## src/rtl/time_pkg.sv

```systemverilog
// Shared definitions for the time-of-day core: field codes, counter limits
// and the binary-hour to BCD helper used by the display decode.
package time_pkg;

  typedef enum logic [1:0] {
    FLD_SEC  = 2'd0,
    FLD_MIN  = 2'd1,
    FLD_HOUR = 2'd2
  } field_e;

  localparam int unsigned SEC_MAX  = 59;
  localparam int unsigned MIN_MAX  = 59;
  localparam int unsigned HOUR_MAX = 23;

  // Returns {tens[1:0], units[3:0]} for a binary hour value 0..23.
  function automatic logic [5:0] hour_to_bcd(input logic [4:0] h);
    logic [1:0] tens;
    logic [3:0] units;
    if (h >= 5'd20) begin
      tens  = 2'd2;
      units = 4'(h - 5'd20);
    end else if (h >= 5'd10) begin
      tens  = 2'd1;
      units = 4'(h - 5'd10);
    end else begin
      tens  = 2'd0;
      units = 4'(h);
    end
    return {tens, units};
  endfunction

endpackage

```

## src/rtl/bcd_pair_cnt.sv

```systemverilog
// Two-digit BCD counter wrapping at TENS_MAX/UNITS_MAX back to 00.
// clr has priority over inc; carry flags the wrapping increment.
module bcd_pair_cnt
  import time_pkg::*;
#(
  parameter int unsigned TENS_W    = 3,
  parameter int unsigned TENS_MAX  = SEC_MAX / 10,
  parameter int unsigned UNITS_MAX = SEC_MAX % 10
) (
  input  logic              clk,
  input  logic              rst_n,
  input  logic              inc,
  input  logic              clr,
  output logic [TENS_W-1:0] tens,
  output logic [3:0]        units,
  output logic              carry
);

  logic [TENS_W-1:0] tens_q, tens_d;
  logic [3:0]        units_q, units_d;
  logic              at_max;

  assign at_max = (tens_q == TENS_W'(TENS_MAX)) && (units_q == 4'(UNITS_MAX));

  always_comb begin
    tens_d  = tens_q;
    units_d = units_q;
    if (clr) begin
      tens_d  = '0;
      units_d = '0;
    end else if (inc) begin
      if (at_max) begin
        tens_d  = '0;
        units_d = '0;
      end else if (units_q == 4'd9) begin
        tens_d  = tens_q + 1'b1;
        units_d = '0;
      end else begin
        units_d = units_q + 1'b1;
      end
    end
  end

  always_ff @(posedge clk or negedge rst_n) begin
    if (!rst_n) begin
      tens_q  <= '0;
      units_q <= '0;
    end else begin
      tens_q  <= tens_d;
      units_q <= units_d;
    end
  end

  assign tens  = tens_q;
  assign units = units_q;
  assign carry = inc & ~clr & at_max;

endmodule

```

## src/rtl/time_keeper_p.sv

```systemverilog
// Time-of-day core: tick prescaler, BCD sec/min, binary hour with 12/24 h
// decode, run/set control with switch edge detect and a day-rollover pulse.
module time_keeper_p
  import time_pkg::*;
#(
  parameter int unsigned TICK_DIV = 1000
) (
  input  logic       CLK,
  input  logic       RST,
  input  logic       TIMESET_RUN,
  input  logic       SW_F1,
  input  logic       SW_F2,
  input  logic       MODE_24H,
  output logic       TIM_AMPM,
  output logic [1:0] TIM_HOURHIGH,
  output logic [3:0] TIM_HOURLOW,
  output logic [2:0] TIM_MINHIGH,
  output logic [3:0] TIM_MINLOW,
  output logic [2:0] TIM_SECHIGH,
  output logic [3:0] TIM_SECLOW,
  output logic [1:0] TIM_FIELD,
  output logic       DAY_TICK
);

  localparam int unsigned PW = (TICK_DIV > 1) ? $clog2(TICK_DIV) : 1;

  logic [PW-1:0] presc_q, presc_d;
  logic [4:0]    hour_q, hour_d;
  field_e        field_q, field_d;
  logic          f1_prev_q, f1_prev_d;
  logic          f2_prev_q, f2_prev_d;
  logic          set_prev_q, set_prev_d;
  logic          day_tick_q, day_tick_d;

  logic run, set_entry, set_act;
  logic f1_edge, f2_edge, tick;
  logic sec_inc, sec_clr, sec_carry;
  logic min_inc, min_carry;
  logic [4:0] disp_hour;
  logic [5:0] hour_bcd;

  // set_prev distinguishes the mode-entry cycle, where switch edges are dropped.
  assign run       = ~TIMESET_RUN;
  assign set_entry = TIMESET_RUN & ~set_prev_q;
  assign set_act   = TIMESET_RUN & set_prev_q;
  assign f1_edge   = SW_F1 & ~f1_prev_q;
  assign f2_edge   = SW_F2 & ~f2_prev_q;
  assign tick      = run & (presc_q == PW'(TICK_DIV - 1));

  assign sec_inc = tick;
  assign sec_clr = set_act & f2_edge & (field_q == FLD_SEC);
  assign min_inc = (run & sec_carry) | (set_act & f2_edge & (field_q == FLD_MIN));

  bcd_pair_cnt #(
    .TENS_W   (3),
    .TENS_MAX (SEC_MAX / 10),
    .UNITS_MAX(SEC_MAX % 10)
  ) u_sec (
    .clk  (CLK),
    .rst_n(RST),
    .inc  (sec_inc),
    .clr  (sec_clr),
    .tens (TIM_SECHIGH),
    .units(TIM_SECLOW),
    .carry(sec_carry)
  );

  bcd_pair_cnt #(
    .TENS_W   (3),
    .TENS_MAX (MIN_MAX / 10),
    .UNITS_MAX(MIN_MAX % 10)
  ) u_min (
    .clk  (CLK),
    .rst_n(RST),
    .inc  (min_inc),
    .clr  (1'b0),
    .tens (TIM_MINHIGH),
    .units(TIM_MINLOW),
    .carry(min_carry)
  );

  always_comb begin
    presc_d    = '0;
    hour_d     = hour_q;
    day_tick_d = 1'b0;
    field_d    = field_q;
    f1_prev_d  = SW_F1;
    f2_prev_d  = SW_F2;
    set_prev_d = TIMESET_RUN;

    if (run) begin
      presc_d = tick ? '0 : presc_q + 1'b1;
      if (min_carry) begin
        if (hour_q == 5'(HOUR_MAX)) begin
          hour_d     = '0;
          day_tick_d = 1'b1;
        end else begin
          hour_d = hour_q + 5'd1;
        end
      end
    end else if (set_act && f2_edge && (field_q == FLD_HOUR)) begin
      hour_d = (hour_q == 5'(HOUR_MAX)) ? '0 : hour_q + 5'd1;
    end

    // F2 has already been applied to the old field above, so advancing here is safe.
    if (set_entry) begin
      field_d = FLD_SEC;
    end else if (set_act && f1_edge) begin
      unique case (field_q)
        FLD_SEC: field_d = FLD_MIN;
        FLD_MIN: field_d = FLD_HOUR;
        default: field_d = FLD_SEC;
      endcase
    end
  end

  always_ff @(posedge CLK or negedge RST) begin
    if (!RST) begin
      presc_q    <= '0;
      hour_q     <= '0;
      field_q    <= FLD_SEC;
      f1_prev_q  <= 1'b0;
      f2_prev_q  <= 1'b0;
      set_prev_q <= 1'b0;
      day_tick_q <= 1'b0;
    end else begin
      presc_q    <= presc_d;
      hour_q     <= hour_d;
      field_q    <= field_d;
      f1_prev_q  <= f1_prev_d;
      f2_prev_q  <= f2_prev_d;
      set_prev_q <= set_prev_d;
      day_tick_q <= day_tick_d;
    end
  end

  always_comb begin
    disp_hour = hour_q;
    if (!MODE_24H) begin
      if (hour_q == 5'd0) begin
        disp_hour = 5'd12;
      end else if (hour_q > 5'd12) begin
        disp_hour = hour_q - 5'd12;
      end
    end
  end

  assign hour_bcd     = hour_to_bcd(disp_hour);
  assign TIM_HOURHIGH = hour_bcd[5:4];
  assign TIM_HOURLOW  = hour_bcd[3:0];
  assign TIM_AMPM     = (hour_q >= 5'd12);
  assign TIM_FIELD    = field_q;
  assign DAY_TICK     = day_tick_q;

endmodule
```

## config.mk

```make
export PLATFORM = sky130hd
export DESIGN_NAME = time_keeper_p
export DESIGN_NICKNAME = d
export VERILOG_FILES = /design/src/rtl/time_pkg.sv /design/src/rtl/bcd_pair_cnt.sv /design/src/rtl/time_keeper_p.sv
export SDC_FILE = /design/constraint.sdc
export NUM_CORES = 1
export LEC_CHECK = 0
export BUFFER_PORTS_ARGS = -buffer_cell sky130_fd_sc_hd__buf_2
export CORE_MARGIN = 1
export CORE_UTILIZATION = 50
export DETAILED_ROUTE_END_ITERATION = 6
export PLACE_DENSITY_LB_ADDON = 0.12
export RECOVER_POWER = 50
export SLEW_MARGIN = 20
export SYNTH_ARGS = -nofsm -noshare
export SYNTH_HDL_FRONTEND = slang
export SYNTH_SLANG_ARGS = --single-unit
```

## constraint.sdc

```tcl
create_clock -name CLK -period 3.45 [get_ports CLK]
set_input_delay 0.69 -clock CLK [delete_from_list [all_inputs] [get_ports CLK]]
set_output_delay 0.69 -clock CLK [all_outputs]
set_load 0.005 [all_outputs]
```

; After elaboration in Yosys (flattened, before gate mapping)
; Index checks and enable logic that the tools add are counted.
[classes]
n_addsub = 9
order_cmp = 4
eq_ne = 9
mux = 31
n_bitwise = 18
reduce_logical = 15
[ops]
columns = op, n
row1 = $mux W5, 7
row2 = $mux W4, 8
row3 = $mux W10, 2
row4 = $mux W3, 6
row5 = $and A1 B1 Y1, 12
row6 = $add A10 B1 Y10 const B, 1
row7 = $eq A10 B10 Y1 const B, 1
row8 = $ge A5 B4 Y1 const B, 2
row9 = $add A4 B1 Y4 const B, 2
row10 = $eq A4 B4 Y1 const B, 2
row11 = $reduce_bool A2 Y1, 4
row12 = $add A3 B1 Y3 const B, 2
row13 = $eq A3 B3 Y1 const B, 2
row14 = $mux W2, 3
row15 = $reduce_and A2 Y1, 3
row16 = $add A5 B1 Y5 const B, 1
row17 = $eq A5 B5 Y1 const B, 1
row18 = $ge A5 B5 Y1 const B, 1
row19 = $gt A5 B4 Y1 const B, 1
row20 = $logic_and A1 B1 Y1, 5
row21 = $logic_not A5 Y1, 1
row22 = $not A1 Y1, 5
row23 = $sub A5 B4 Y5 const B, 1
row24 = $mux W1, 4
row25 = other kinds (9), 9
[totals]
regBits = 35
inputBits = 6
out_inout_bits = 24
wordCells = 97

; Logic depth before layout (Yosys ltp)
[logic_depth]
word_depth = 12
depth_mapped = 13
mapped_depth_nobuf = 11

; Hierarchy
; From an unflattened synthesis, not the netlist that was laid out.
[unflattened]
hier_cells = 242
area_unflattened_um2 = 2264.7
[modules_own_cells]
columns = module, instances, cells_each, area_per_inst_um2, seq_area_each_um2
row1 = time_keeper_p, 1, 154, 1406.3, 525.5
row2 = bcd_pair_cnt, 2, 44, 429.2, 175.2

; Worst setup path before layout
; No wires, ideal clock.
[synth_timing]
path_type = register to output
start = register hour_q[3]
end = output port TIM_HOURHIGH[0]
t_arrival_ns = 2.394
required_time_ns = 2.760
setup_slack_ns = 0.366
stages_incl_launch_ff = 13
n_path_buf = 2
cell_sequence = dfrtp_1 -> clkbuf_1 -> inv_1 -> ha_1 -> o21ai_0 -> a311o_1 -> and2_1 -> clkbuf_1 -> inv_1 -> ha_1 -> nor2b_1 -> a2111o_1 -> nand2_1
[synth_via]
elab_chain_len = 7
[synth_lines]
columns = element, line
row1 = start: declaration, time_keeper_p.sv:28  ; logic [4:0] hour_q, hour_d;
row2 = start signal: assignment, time_keeper_p.sv:128  ; hour_q <= hour_d;
row3 = $sub A5 B4 Y5 or $gt A5 B4 Y1 (tied branches), "time_keeper_p.sv:143, time_keeper_p.sv:142"
row4 = $mux W5, time_keeper_p.sv:142  ; end else if (hour_q > 5'd12) begin
row5 = $mux W5, time_keeper_p.sv:140  ; if (hour_q == 5'd0) begin
row6 = $mux W5 *, time_keeper_p.sv:139  ; if (!MODE_24H) begin
row7 = $ge A5 B4 Y1, time_pkg.sv:22  ; end else if (h >= 5'd10) begin
row8 = $mux W1, time_pkg.sv:22
row9 = $mux W2 *, time_pkg.sv:19  ; if (h >= 5'd20) begin
row10 = end: declaration, time_keeper_p.sv:15  ; output logic [1:0] TIM_HOURHIGH,
; Mark *: on every way between the ends. The rest lies on a longest branch, timed or not.

; Final worst setup path
[layout_timing]
start = register hour_q[2]
end = output port TIM_HOURLOW[1]
[layout_via]
elab_chain_len = 7
[layout_lines]
columns = element, line
row1 = $sub A5 B4 Y5 or $gt A5 B4 Y1 (tied branches), "time_keeper_p.sv:143, time_keeper_p.sv:142"
row2 = $mux W5, time_keeper_p.sv:142
row3 = $mux W5, time_keeper_p.sv:140
row4 = $mux W5 *, time_keeper_p.sv:139
row5 = $ge A5 B4 Y1 or $sub A4 B4 Y4 (tied branches), "time_pkg.sv:22, time_pkg.sv:24"
row6 = $mux W4, time_pkg.sv:22
row7 = $mux W4 *, time_pkg.sv:19
row8 = end: declaration, time_keeper_p.sv:16  ; output logic [3:0] TIM_HOURLOW,
; Marked as above.

==> metrics.cfg <==
[drt]
drt_first_pass_iters=4
num_vias=1825
drc=0
finalWirelength_um=4390
antenna_left=0
drtIter0Drc=63
wl_per_cell_um=13.47
avgViaCountPerCell=5.598

[clocking]
clock_sinks=35
root_buffer=clkbuf_8
cts_tree=built
htreeDepth=2
clk_pin_slew_ns=0.07
clockBufferDepth=2
clk_latency_ns=0.29
cts_buffers=5

[synth]
syn_inst=234
ys_seq_elements=35
synthesis.area_mm2=0.002191
synthesis.nets=253
synth_area_leaders=dfrtp_1 (40%), ha_1 (7.4%), nor2_1 (4.6%)
yosys.area.top_type=dfrtp_1
synth_warnings=0
syn_area_per_cell_um2=9.363
async_flop_share=1.000
seq_area_frac_synth=0.3998
synth_top_area_share=0.3998
synth-main-ff-cell=dfrtp_1
synth_edf_count=0
synth.distinct_cells=56

[power_and_ir_drop]
switching_share=0.2978
clkPwrFrac=0.308
comb_power_share=0.181
p_leak_nw=1.162
powerDensity_mw_per_mm2=369.5
ir_drop_v=0.0001573
p_total_uw=944.0
pwr-share-seq=0.511
intPower_uw=662.9
p_sw_uw=281.1

[place]
port_buffers=29
placed_cells=312
place.gp.congestion=0.7653
post-dp-hpwl_um=3003

[floorplanning]
io_pins=30
dieArea_mm2=0.004651
fp-row-count=23
die_y_um=68.20
start_util=0.5324
die_w_um=68.20
core_mm2=0.004115

[worst_setup_path]
crit_arrival_ns=2.68
critPathLaunchType=flip-flop
reg2reg_slack_ns=1.42
timing.rr.start=u_sec.units[0]
critPathKind=flip-flop to output port
cp.required_ns=2.76
startpoint=hour_q[2]
path_max_fanout=6
critical_path.endpoint_type=output port

[cells_and_area]
nNetsFinal=294
layout_common_cells=dfrtp_1 (34), nor2_1 (27), buf_2 (22)
num-fill-cells=377
drive_gt1_frac=0.2609
area_delta_synth_final_pct=16.62
antenna_cells=0
regArea_um2=877.1
multiInputGateArea_mm2=0.001236
fin_cells=326
final_common_cell=dfrtp_1

[timing]
fin_crit_ns=3.370
hold_viol=0
fin_tns_setup_ns=0
post-route-period-util=0.9767
clock.fmax_mhz=296.8
maxSlewHeadroom=-0.2574
fin_skew_ns=0.006658
drv_slew=36
setup_viol=0
worst_pin_slew_ns=1.886

[grt]
overflow=0
antenna_found_initial=0
track_usage=0.2060
grt_pass1_vias=1628
grt_pass1_wl_um=7127
grt_max_degree=36

[hold_path]
hp-class=flip-flop to flip-flop
hold_start=presc_q[0]

[status]
outcome=finished, violations left
violations=capacitance limit, slew limit

[flow_run]
maxCapViolCount=1

==> stage by stage <==
step | worst slack (ns) | hold slack [ns] | cell area (um2) | util
final | 0.08049 | 0.4635 | 2555 | 0.6209
after global routing | -0.04654 | 0.4920 | 2555 | 0.6209
after CTS | 0.01284 | 0.4710 | 2485 | 0.6038
after detailed placement | 0.1428 | 0.4612 | 2396 | 0.5822
after global placement | 0.2398 | 0.4476 | 2396 | 0.5822
after floorplan | 0.3657 | 0.3944 | 2191 | -
==> critical path, cell delays in order (launching register included) <==
cell     delay, ns
dfrtp_2       0.47
ha_2          0.22
buf_4         0.15
and2_2        0.22
nor4_4        0.33
o21ai_2       0.11
inv_2         0.08
ha_1          0.14
nor2b_4       0.17
nor2_1        0.06
a32oi_1       0.22
a31oi_1       0.10
buf_2         0.13
==> Yosys cell counts (3+ instances only) <==
cell / n
o21ai_0: 10
nor3_1: 10
dfrtp_1: 35
ha_1: 13
xnor2_1: 6
clkbuf_1: 3
a21oi_1: 10
nand2b_1: 5
xor2_1: 3
a31oi_1: 4
mux2_2: 4
inv_1: 16
nor2_1: 27
buf_6: 3
nand3_1: 8
nand3b_1: 3
nand2_1: 15
o21ai_1: 4
or3_1: 4
mux2i_1: 4
==> power groups by stage <==
| stage | registers [mW] | clock network (mW) | logic [mW] |
|---|---|---|---|
| after floorplan | 0.492 | 0 | 0.0876 |
| after global placement | 0.490 | 0 | 0.169 |
| after detailed placement | 0.489 | 0 | 0.168 |
| after CTS | 0.482 | 0.304 | 0.169 |
| after global routing | 0.489 | 0.321 | 0.201 |
| final | 0.483 | 0.291 | 0.170 |
==> registers in the layout (all words and copies together), names as in the netlist <==
register / count
presc_q: 10
hour_q: 5
u_min.units: 4
u_sec.units: 4
u_min.tens: 3
u_sec.tens: 3
TIM_FIELD: 2
DAY_TICK: 1
f1_prev_q: 1
f2_prev_q: 1
set_prev_q: 1
==> worst paths after layout <==
path                             endpoint  cells past startpoint
min                            presc_q[0]                      1
max in group asynchronous       hour_q[2]                      1
max                        TIM_HOURLOW[1]                     12
min in group asynchronous  u_sec.units[3]                      1
max reg2reg                 u_min.tens[0]                      6
min reg2reg                    presc_q[0]                      1
==> area by class of cell <==
cell class | count | area share
Multi-Input combinational cell | 175 | 0.4838
Sequential cell | 35 | 0.3433
Timing Repair Buffer | 42 | 0.09060
Clock buffer | 6 | 0.02840
Inverter | 16 | 0.02449
Tap cell | 50 | 0.02449
Clock inverter | 2 | 0.004897
==> per-layer routing <==
| layer | global-route usage | wire length (um) |
|---|---|---|
| met1 | 0.2739 | 2202 |
| met2 | 0.3248 | 1963 |
| met3 | 0.04000 | 153 |
| met4 | 0.08594 | 71 |
| met5 | 0 | 0 |
==> kinds of logic (layout without fill, tap and decap cells) <==
kind of cell / Yosys count / after routing / synth area share
DFF: 35 / 35 / 0.3998
AOI/OAI and AO/OA: 52 / 52 / 0.1673
and+or+nand+nor: 92 / 92 / 0.2244
adders and majority gates: 13 / 13 / 0.07425
muxes: 9 / 9 / 0.04569
xor gates and xnor gates: 9 / 9 / 0.03598
buffers and inverters: 24 / 66 / 0.05254
==> what timing repair did <==
item,4_1_cts,5_1_grt
resized for setup,5,12
endpoints found under the setup margin,4,4
buffers inserted,0,6
pin swaps,0,2
endpoints found under the hold margin,0,0
hold buffers,0,0
Power figures use the tool's default switching activity.
